[src/rtl/scroll_addr_gen.sv]
// Frame-buffer address generator: scroll offset, per-axis flip, wrap/bounce scroll modes and a
// two-stage pipelined, scaled image-memory address aligned with a registered valid.
module scroll_addr_gen #(
  parameter int unsigned SCR_W       = 640,
  parameter int unsigned SCR_H       = 480,
  parameter int unsigned IMG_W       = 320,
  parameter int unsigned SCALE_SHIFT = 1,
  parameter int unsigned ADDR_W      = 17,
  parameter int unsigned STEP_W      = 4
) (
  input  logic              clk,
  input  logic              rst,
  input  logic              step_en,
  input  logic [3:0]        cmd_dir,
  input  logic              cmd_pause,
  input  logic              cmd_mode,
  input  logic              cmd_flip_v,
  input  logic              cmd_flip_h,
  input  logic              cmd_speed_up,
  input  logic              cmd_speed_dn,
  input  logic [9:0]        h_cnt,
  input  logic [9:0]        v_cnt,
  input  logic              pix_valid,
  output logic [ADDR_W-1:0] pixel_addr,
  output logic              addr_valid,
  output logic [9:0]        pos_h,
  output logic [9:0]        pos_v,
  output logic [3:0]        dir,
  output logic              running,
  output logic [STEP_W-1:0] speed
);

  typedef enum logic [1:0] {StPaused, StWrap, StBounce} state_e;

  localparam logic [10:0]       LimW     = 11'(SCR_W);
  localparam logic [10:0]       LimH     = 11'(SCR_H);
  localparam logic [STEP_W-1:0] SpeedMax = {STEP_W{1'b1}};
  localparam logic [STEP_W-1:0] SpeedMin = STEP_W'(1);

  state_e            state_q, state_d;
  logic              saved_bounce_q, saved_bounce_d;
  logic [9:0]        pos_h_q, pos_h_d, pos_v_q, pos_v_d;
  logic [3:0]        dir_q, dir_d;
  logic [STEP_W-1:0] speed_q, speed_d;
  logic              flip_h_q, flip_h_d, flip_v_q, flip_v_d;
  logic [9:0]        hs_q, hs_d, vs_q, vs_d;
  logic              v1_q;
  logic [ADDR_W-1:0] pixel_addr_q, pixel_addr_d;
  logic              addr_valid_q;

  // Returns {reverse, new_pos} for one axis move of spd pixels.
  function automatic logic [10:0] axis_step(input logic [9:0] pos, input logic [10:0] spd,
                                            input logic inc, input logic bounce,
                                            input logic [10:0] lim);
    logic [10:0] p;
    logic [10:0] r;
    logic        rev;
    p   = {1'b0, pos};
    rev = 1'b0;
    if (inc) begin
      r = p + spd;
      if (bounce) begin
        if (r > lim - 11'd1) begin
          r   = lim - 11'd1;
          rev = 1'b1;
        end
      end else if (r >= lim) begin
        r = r - lim;
      end
    end else if (p < spd) begin
      if (bounce) begin
        r   = 11'd0;
        rev = 1'b1;
      end else begin
        r = p + lim - spd;
      end
    end else begin
      r = p - spd;
    end
    return {rev, r[9:0]};
  endfunction

  logic [10:0] spd_ext;
  logic [10:0] step_res;
  logic        bounce_now;
  logic        dir_cmd_ok;
  state_e      st_tmp;

  assign spd_ext    = 11'(speed_q);
  assign bounce_now = (state_q == StBounce);
  assign dir_cmd_ok = (cmd_dir != 4'd0) && ((cmd_dir & (cmd_dir - 4'd1)) == 4'd0);

  always_comb begin
    state_d        = state_q;
    saved_bounce_d = saved_bounce_q;
    pos_h_d        = pos_h_q;
    pos_v_d        = pos_v_q;
    dir_d          = dir_q;
    speed_d        = speed_q;
    flip_h_d       = flip_h_q ^ cmd_flip_h;
    flip_v_d       = flip_v_q ^ cmd_flip_v;
    step_res       = 11'd0;
    st_tmp         = state_q;

    // Mode toggle lands in saved_mode before the pause toggle reads it.
    if (cmd_mode) begin
      if (state_q == StPaused) begin
        saved_bounce_d = ~saved_bounce_q;
      end else begin
        st_tmp         = bounce_now ? StWrap : StBounce;
        saved_bounce_d = ~bounce_now;
      end
    end
    if (cmd_pause) begin
      if (st_tmp == StPaused) st_tmp = saved_bounce_d ? StBounce : StWrap;
      else                    st_tmp = StPaused;
    end
    state_d = st_tmp;

    if (cmd_speed_up && !cmd_speed_dn && speed_q != SpeedMax) speed_d = speed_q + SpeedMin;
    if (cmd_speed_dn && !cmd_speed_up && speed_q != SpeedMin) speed_d = speed_q - SpeedMin;

    if (step_en && state_q != StPaused) begin
      unique case (dir_q)
        4'b0001: begin
          step_res = axis_step(pos_v_q, spd_ext, 1'b1, bounce_now, LimH);
          pos_v_d  = step_res[9:0];
        end
        4'b0010: begin
          step_res = axis_step(pos_v_q, spd_ext, 1'b0, bounce_now, LimH);
          pos_v_d  = step_res[9:0];
        end
        4'b0100: begin
          step_res = axis_step(pos_h_q, spd_ext, 1'b1, bounce_now, LimW);
          pos_h_d  = step_res[9:0];
        end
        4'b1000: begin
          step_res = axis_step(pos_h_q, spd_ext, 1'b0, bounce_now, LimW);
          pos_h_d  = step_res[9:0];
        end
        default: step_res = 11'd0;
      endcase
      if (step_res[10]) dir_d = {dir_q[2], dir_q[3], dir_q[0], dir_q[1]};
    end
    if (dir_cmd_ok) dir_d = cmd_dir;
  end

  // Address pipeline
  logic [10:0] hsum, vsum;
  logic [31:0] addr_full;

  always_comb begin
    hsum = {1'b0, h_cnt} + {1'b0, pos_h_q};
    if (hsum >= LimW) hsum = hsum - LimW;
    if (flip_h_q) hsum = LimW - 11'd1 - hsum;
    vsum = {1'b0, v_cnt} + {1'b0, pos_v_q};
    if (vsum >= LimH) vsum = vsum - LimH;
    if (flip_v_q) vsum = LimH - 11'd1 - vsum;
    hs_d = hsum[9:0];
    vs_d = vsum[9:0];

    addr_full    = 32'(hs_q >> SCALE_SHIFT) + 32'(IMG_W) * 32'(vs_q >> SCALE_SHIFT);
    pixel_addr_d = v1_q ? addr_full[ADDR_W-1:0] : '0;
  end

  always_ff @(posedge clk or negedge rst) begin
    if (!rst) begin
      state_q        <= StPaused;
      saved_bounce_q <= 1'b0;
      pos_h_q        <= '0;
      pos_v_q        <= '0;
      dir_q          <= 4'b0001;
      speed_q        <= SpeedMin;
      flip_h_q       <= 1'b0;
      flip_v_q       <= 1'b0;
      hs_q           <= '0;
      vs_q           <= '0;
      v1_q           <= 1'b0;
      pixel_addr_q   <= '0;
      addr_valid_q   <= 1'b0;
    end else begin
      state_q        <= state_d;
      saved_bounce_q <= saved_bounce_d;
      pos_h_q        <= pos_h_d;
      pos_v_q        <= pos_v_d;
      dir_q          <= dir_d;
      speed_q        <= speed_d;
      flip_h_q       <= flip_h_d;
      flip_v_q       <= flip_v_d;
      hs_q           <= hs_d;
      vs_q           <= vs_d;
      v1_q           <= pix_valid;
      pixel_addr_q   <= pixel_addr_d;
      addr_valid_q   <= v1_q;
    end
  end

  assign pixel_addr = pixel_addr_q;
  assign addr_valid = addr_valid_q;
  assign pos_h      = pos_h_q;
  assign pos_v      = pos_v_q;
  assign dir        = dir_q;
  assign running    = (state_q != StPaused);
  assign speed      = speed_q;

endmodule

[config.mk]
export PLATFORM = sky130hd
export DESIGN_NAME = scroll_addr_gen
export DESIGN_NICKNAME = d
export VERILOG_FILES = /design/src/rtl/scroll_addr_gen.sv
export SDC_FILE = /design/constraint.sdc
export NUM_CORES = 1
export LEC_CHECK = 0
export ABC_CLOCK_PERIOD_IN_PS = 3740
export BUFFER_PORTS_ARGS = -buffer_cell sky130_fd_sc_hd__buf_2
export CAP_MARGIN = 40
export CORE_MARGIN = 2
export CORE_UTILIZATION = 40
export DETAILED_ROUTE_END_ITERATION = 6
export PLACE_DENSITY_LB_ADDON = 0.05
export SYNTH_ARGS = -nofsm -noshare
export SYNTH_HDL_FRONTEND = slang
export SYNTH_SLANG_ARGS = --single-unit
[constraint.sdc]
create_clock -name clk -period 3.74 [get_ports clk]
set_input_delay 0.561 -clock clk [delete_from_list [all_inputs] [get_ports clk]]
set_output_delay 0.561 -clock clk [all_outputs]
set_load 0.1 [all_outputs]
==> impl_metrics.ini, run 1 <==
[outcome]
status = finished clean

[yosys]
ys.flop_type = dfrtp_1
synth_most_common_cell = ha_1
ys_seq_area_share_pct = 23.51
async_flop_share_pct = 100.0
yosysTopAreaCell = dfrtp_1
synth_seq_cells = 70
syn_nets = 981
yosysWarnings = 0
ys_types = 94
synth_top_area_share_pct = 22.81
synthTopCellsByCount = 87 x ha_1, 68 x dfrtp_1, 67 x inv_1
syn-instance-count = 846
synth_edf_count = 0
synth_area_mm2 = 0.007461
synth_area_per_cell_um2 = 8.819
ys_top_cells_by_area = dfrtp_1 23%, ha_1 15%, xnor2_1 6.5%

[place]
port_buffers = 80
placedCellCount = 1166
gp_congestion = 0.9077
dp_hpwl_um = 16040

[sta]
skew_ps = 11.18
worstMarginPinSlew_ps = 567.1
final-setup-viol-count = 0
finalSetupTns_ps = 0
rsz0062_at_grt = true
finalMaxSlewViolations = 0
max_freq_ghz = 0.2769
finalCriticalPeriod_ps = 3611
period_share_pct = 96.56
final-hold-violation-count = 0
relSlewSlack_pct = 61.92

[cts]
htreeDepth = 3
cts_hold_buf = 0
root_buffer = clkbuf_16
cts.sinks = 70
clock_latency_ps = 350
numCtsBuffers = 9
cts_buffer_depth = 2
clk_pin_slew_worst_paths_ps = 60
cts_tree = built

[drt]
drt_wl_total_um = 20370
viasPerCell = 5.697
num_vias = 6751
dr.pass1.iters = 5
ant_nets = 0
drc = 0
drt-initial-drc-count = 282
wire_per_inst_um = 17.19

[setup_path]
cp.arrival_ps = 3830
startpoint = speed[0]$_DFFE_PN1P_
crit_path_end_kind = flip-flop
crit_fanout = 4
r2r_start = speed[0]$_DFFE_PN1P_
rrSetupSlack_ps = 130
crit_path_start_kind = flip-flop
setup.worst_path.class = flip-flop to flip-flop
crit_required_ps = 3950

[run]
max-cap-violations = 0

[layout]
final_net_count = 1087
syn_to_final_growth_pct = 17.24
multi_input_area_mm2 = 0.005373
final_core_util_pct = 48.20
seqCellArea_mm2 = 0.001778
antenna_cells = 0
drive_gt1_share_pct = 22.28
final_cells = 1185
nFillCells = 1747

[min_path]
hold_path.class = input port to asynchronous set/reset pin

[grt]
grt_pass1_vias = 6639
grt_pass1_wl_um = 33670
grtUsageTotal_pct = 20.99
grt_overflow = 0
grt_max_degree = 43
grt_antenna_before_repair = 0

[floorplan]
die_x_um = 140.6
ios = 81
die_area_mm2 = 0.01976
start_util_pct = 41.11
die_h_um = 140.6
design.core.area_mm2 = 0.01815
rows = 49
[state kept, by name, summed over array words and instances (netlist names)]
signal / cells
dir: 4
flip_h_q: 1
vs_q: 9
flip_v_q: 1
state_q: 2
v1_q: 1
hs_q: 9
pos_v: 10
pixel_addr: 17
pos_h: 10
addr_valid: 1
saved_bounce_q: 1
speed: 4
[layout by cell type, fill, tap and decap left out, types with 16 or more instances in the layout]
master,count
a21o_1,16
a21oi_1,36
and2_1,20
buf_2,80
buf_4,47
dfrtp_1,56
ha_1,84
inv_1,66
nand2_1,43
nand3_1,18
nor2_1,48
nor3_1,20
o21ai_0,35
xnor2_1,55
xor2_1,24
[path summary, 6_finish.rpt]
kind                                            to  cells past startpoint
min in group clk                    v1_q$_DFF_PN0_                      1
max in group asynchronous     speed[0]$_DFFE_PN1P_                      3
min                           pos_h[7]$_DFFE_PN0P_                      1
max                           pos_v[6]$_DFFE_PN0P_                     14
min reg2reg                pixel_addr[5]$_DFF_PN0_                      1
max reg2reg                   pos_v[6]$_DFFE_PN0P_                     14
[cells by family after synthesis]
kind of cell / after synthesis / synth area share, %
buffers and inverters: 103 / 5.584
DFF: 70 / 23.51
xor gates and xnor gates: 80 / 9.492
muxes: 17 / 2.566
adders and majority gates: 102 / 18.48
AOI/OAI and AO/OA: 233 / 22.82
and+or+nand+nor: 241 / 17.54
[layout make-up]
cell class / count / share of cell area (%)
clock buffers: 10 / 2.732
well taps: 229 / 3.276
repair buffers: 128 / 8.840
flip-flops and latches: 70 / 20.33
inverters: 70 / 3.004
clock inverters: 5 / 0.4005
multi-input cells: 673 / 61.42
[metrics by stage]
step / cell area, um^2 / setup WS [ps] / hold slack (ps)
floorplan: 7503 / 6.265 / 265.4
global placement: 8386 / -120.7 / 438.4
detailed placement: 8386 / -192.0 / 443.1
CTS: 8667 / 24.88 / 130.6
global route: 8747 / -65.58 / 152.1
finish: 8747 / 128.6 / 140.0
[worst max-delay path: stages (launching register included)]
cell	delay (ps)
dfstp_4	630
ha_1	200
inv_1	70
fa_2	370
or2_4	260
a211o_1	310
xnor2_2	160
inv_1	100
ha_1	200
inv_1	140
a211oi_2	70
a311o_2	430
mux2i_1	160
nand2_1	70
a221o_1	310
[repair_timing]
action,CTS,global route
resized for setup,1,16
pin swaps,2,8
buffers inserted,0,4
endpoints found under the setup margin,2,10
[per-layer routing]
metal / up-vias / track usage (%) / wire (um)
met1: 3261 / 28.48 / 9609
li1: 3288 / - / -
met4: 0 / 5.947 / 316
met3: 24 / 4.008 / 1010
met5: - / 0 / 0
met2: 178 / 34.34 / 9431
Power of run 1 is left out: the tool's default activity adds up to more than one toggle a clock period on the data nets, which glitch-free logic cannot reach.
==> run 2, diff against run 1 <==
PLACE_DENSITY_LB_ADDON = 0.1   (was 0.05)
==> run 2 against run 1 <==
Net effect: critical path depth up 3; sequential cell count unchanged; global-route usage down 1.0 points; hold slack worse by 45 ps; setup slack better by 59 ps; core utilization up 0.30 points; routed wire length down 4.0%; cell count unchanged; cell area up 0.62%; register-to-register slack better by 60 ps; critical path type unchanged; critical endpoint is now hs_q[9]$_DFF_PN0_.
==> impl_metrics.ini, run 2 (same netlist as run 1, synthesis figures left out) <==
[outcome]
status = finished clean

[sta]
period_share_pct = 94.98
final-hold-violation-count = 0
max_freq_ghz = 0.2815
setup_slack_ps = 187.6
rsz0062_at_grt = true
finalMaxSlewViolations = 0
finalCriticalPeriod_ps = 3552
worstMarginPinSlew_ps = 522.4
final-setup-viol-count = 0
skew_ps = 10.02
relSlewSlack_pct = 64.62

[layout]
antenna_cells = 0
final_net_count = 1086
largest_reg_flops = 17
final_cells = 1185
layout_commonest_cell = ha_1
drive_gt1_share_pct = 21.76
syn_to_final_growth_pct = 17.96
design_area_mm2 = 0.008801
final_cell_mix = 85 x ha_1, 79 x buf_2, 67 x inv_1, 56 x dfrtp_1, 55 x xnor2_1

[place]
dpl_worst_slack_ps = -222.5
place_area_mm2 = 0.008396
gp_congestion = 0.8473
dp_hpwl_um = 15210
port_buffers = 80
placedCellCount = 1166

[setup_path]
crit_fanout = 2
crit_buf_inv = 0
rrSetupSlack_ps = 190
crit_slowest_cell = dfrtp_4
cp.arrival_ps = 3780
crit_chain = ha_4, fa_2, a21oi_4, o221ai_2, a21oi_2, o21ai_1, xnor2_1, ha_2, nor3b_2, nand2_1, nor4_2, a21boi_1, o21ai_2, mux2i_2, ha_1, nand2_1, xnor2_1
r2r-end = hs_q[9]$_DFF_PN0_
slowest_delay_ps = 490
crit_path_end_kind = flip-flop
crit_required_ps = 3970
critPathTopFamily = adder cells
setup.worst_path.class = flip-flop to flip-flop
crit_path_start_kind = flip-flop
reg2reg_depth = 17
r2r_start = pos_h[0]$_DFFE_PN0P_

[grt]
grt_pass1_wl_um = 31840
grt_antenna_before_repair = 0
grt_pass1_vias = 6092
grtUsageTotal_pct = 19.96
grt_overflow = 0
grt_max_degree = 56

[min_path]
hold_path.class = input port to asynchronous set/reset pin

[floorplan]
die_h_um = 140.6
start_util_pct = 41.11
die_area_mm2 = 0.01976
design.core.area_mm2 = 0.01815
ios = 81
die_x_um = 140.6
rows = 49

[run]
max-cap-violations = 0

[cts]
htreeDepth = 3
clk_pin_slew_worst_paths_ps = 70
cts_tree = built
cts_hold_buf = 0
clock_latency_ps = 350
root_buffer = clkbuf_16
numCtsBuffers = 9
cts.sinks = 70
cts_buffer_depth = 2

[drt]
drt_wl_total_um = 19560
ant_nets = 0
wire_per_inst_um = 16.51
drc = 0
num_vias = 6556
drt-initial-drc-count = 311
viasPerCell = 5.532
dr.pass1.iters = 5
run 2: cell types whose count changed in the layout (fill, tap and decap cells not counted), sizes merged:
cell / before / now
buf: 128 / 127
clkinv: 3 / 2
bufinv: 0 / 2
run 2: layer usage:
| metal | vias up | GRT usage (%) | share of wire (%) |
|---|---|---|---|
| met5 | - | 0 | 0 |
| met4 | 0 | 4.053 | 1.0 |
| met3 | 15 | 3.159 | 4.4 |
| met2 | 152 | 32.48 | 46 |
| met1 | 3102 | 28.26 | 49 |
| li1 | 3287 | - | - |
run 2: worst max-delay path by stage:
stage	from	endpoint	slack, ps	cells after the start
2_1_floorplan	pos_v[5]$_DFFE_PN0P_	vs_q[9]$_DFF_PN0_	6	12
3_3_place_gp	h_cnt[0]	hs_q[8]$_DFF_PN0_	-80	18
3_5_place_dp	h_cnt[0]	hs_q[8]$_DFF_PN0_	-220	18
4_1_cts	pos_h[0]$_DFFE_PN0P_	hs_q[8]$_DFF_PN0_	30	17
5_1_grt	pos_h[0]$_DFFE_PN0P_	hs_q[8]$_DFF_PN0_	-80	17
6_report	pos_h[0]$_DFFE_PN0P_	hs_q[9]$_DFF_PN0_	190	17
run 2: layout make-up:
class                      count  area [um^2]
timing repair buffer         127        788.3
sequential                    70         1778
inverter                      70        262.8
multi-input combinational    673         5363
tap                          229        286.5
clock buffer                  10        229.0
fill                        1779         9346
clock inverter                 6        93.84
run 2: metrics by stage:
| stage | TNS (ps) | hold WS [ps] | utilization, % |
|---|---|---|---|
| global placement | -161.9 | 436.2 | 46.11 |
| finish | 0 | 95.26 | 48.50 |
| detailed placement | -426.0 | 440.1 | 46.26 |
| CTS | 0 | 90.34 | 48.12 |
| floorplan | 0 | 265.4 | - |
| global route | -140.1 | 106.7 | 48.50 |
run 2: what timing repair did:
item,CTS,global route
endpoints found under the hold margin,0,0
buffers inserted,2,1
pin swaps,5,8
endpoints found under the setup margin,2,14
resized for setup,0,12
Power of run 2 is left out for the same reason.
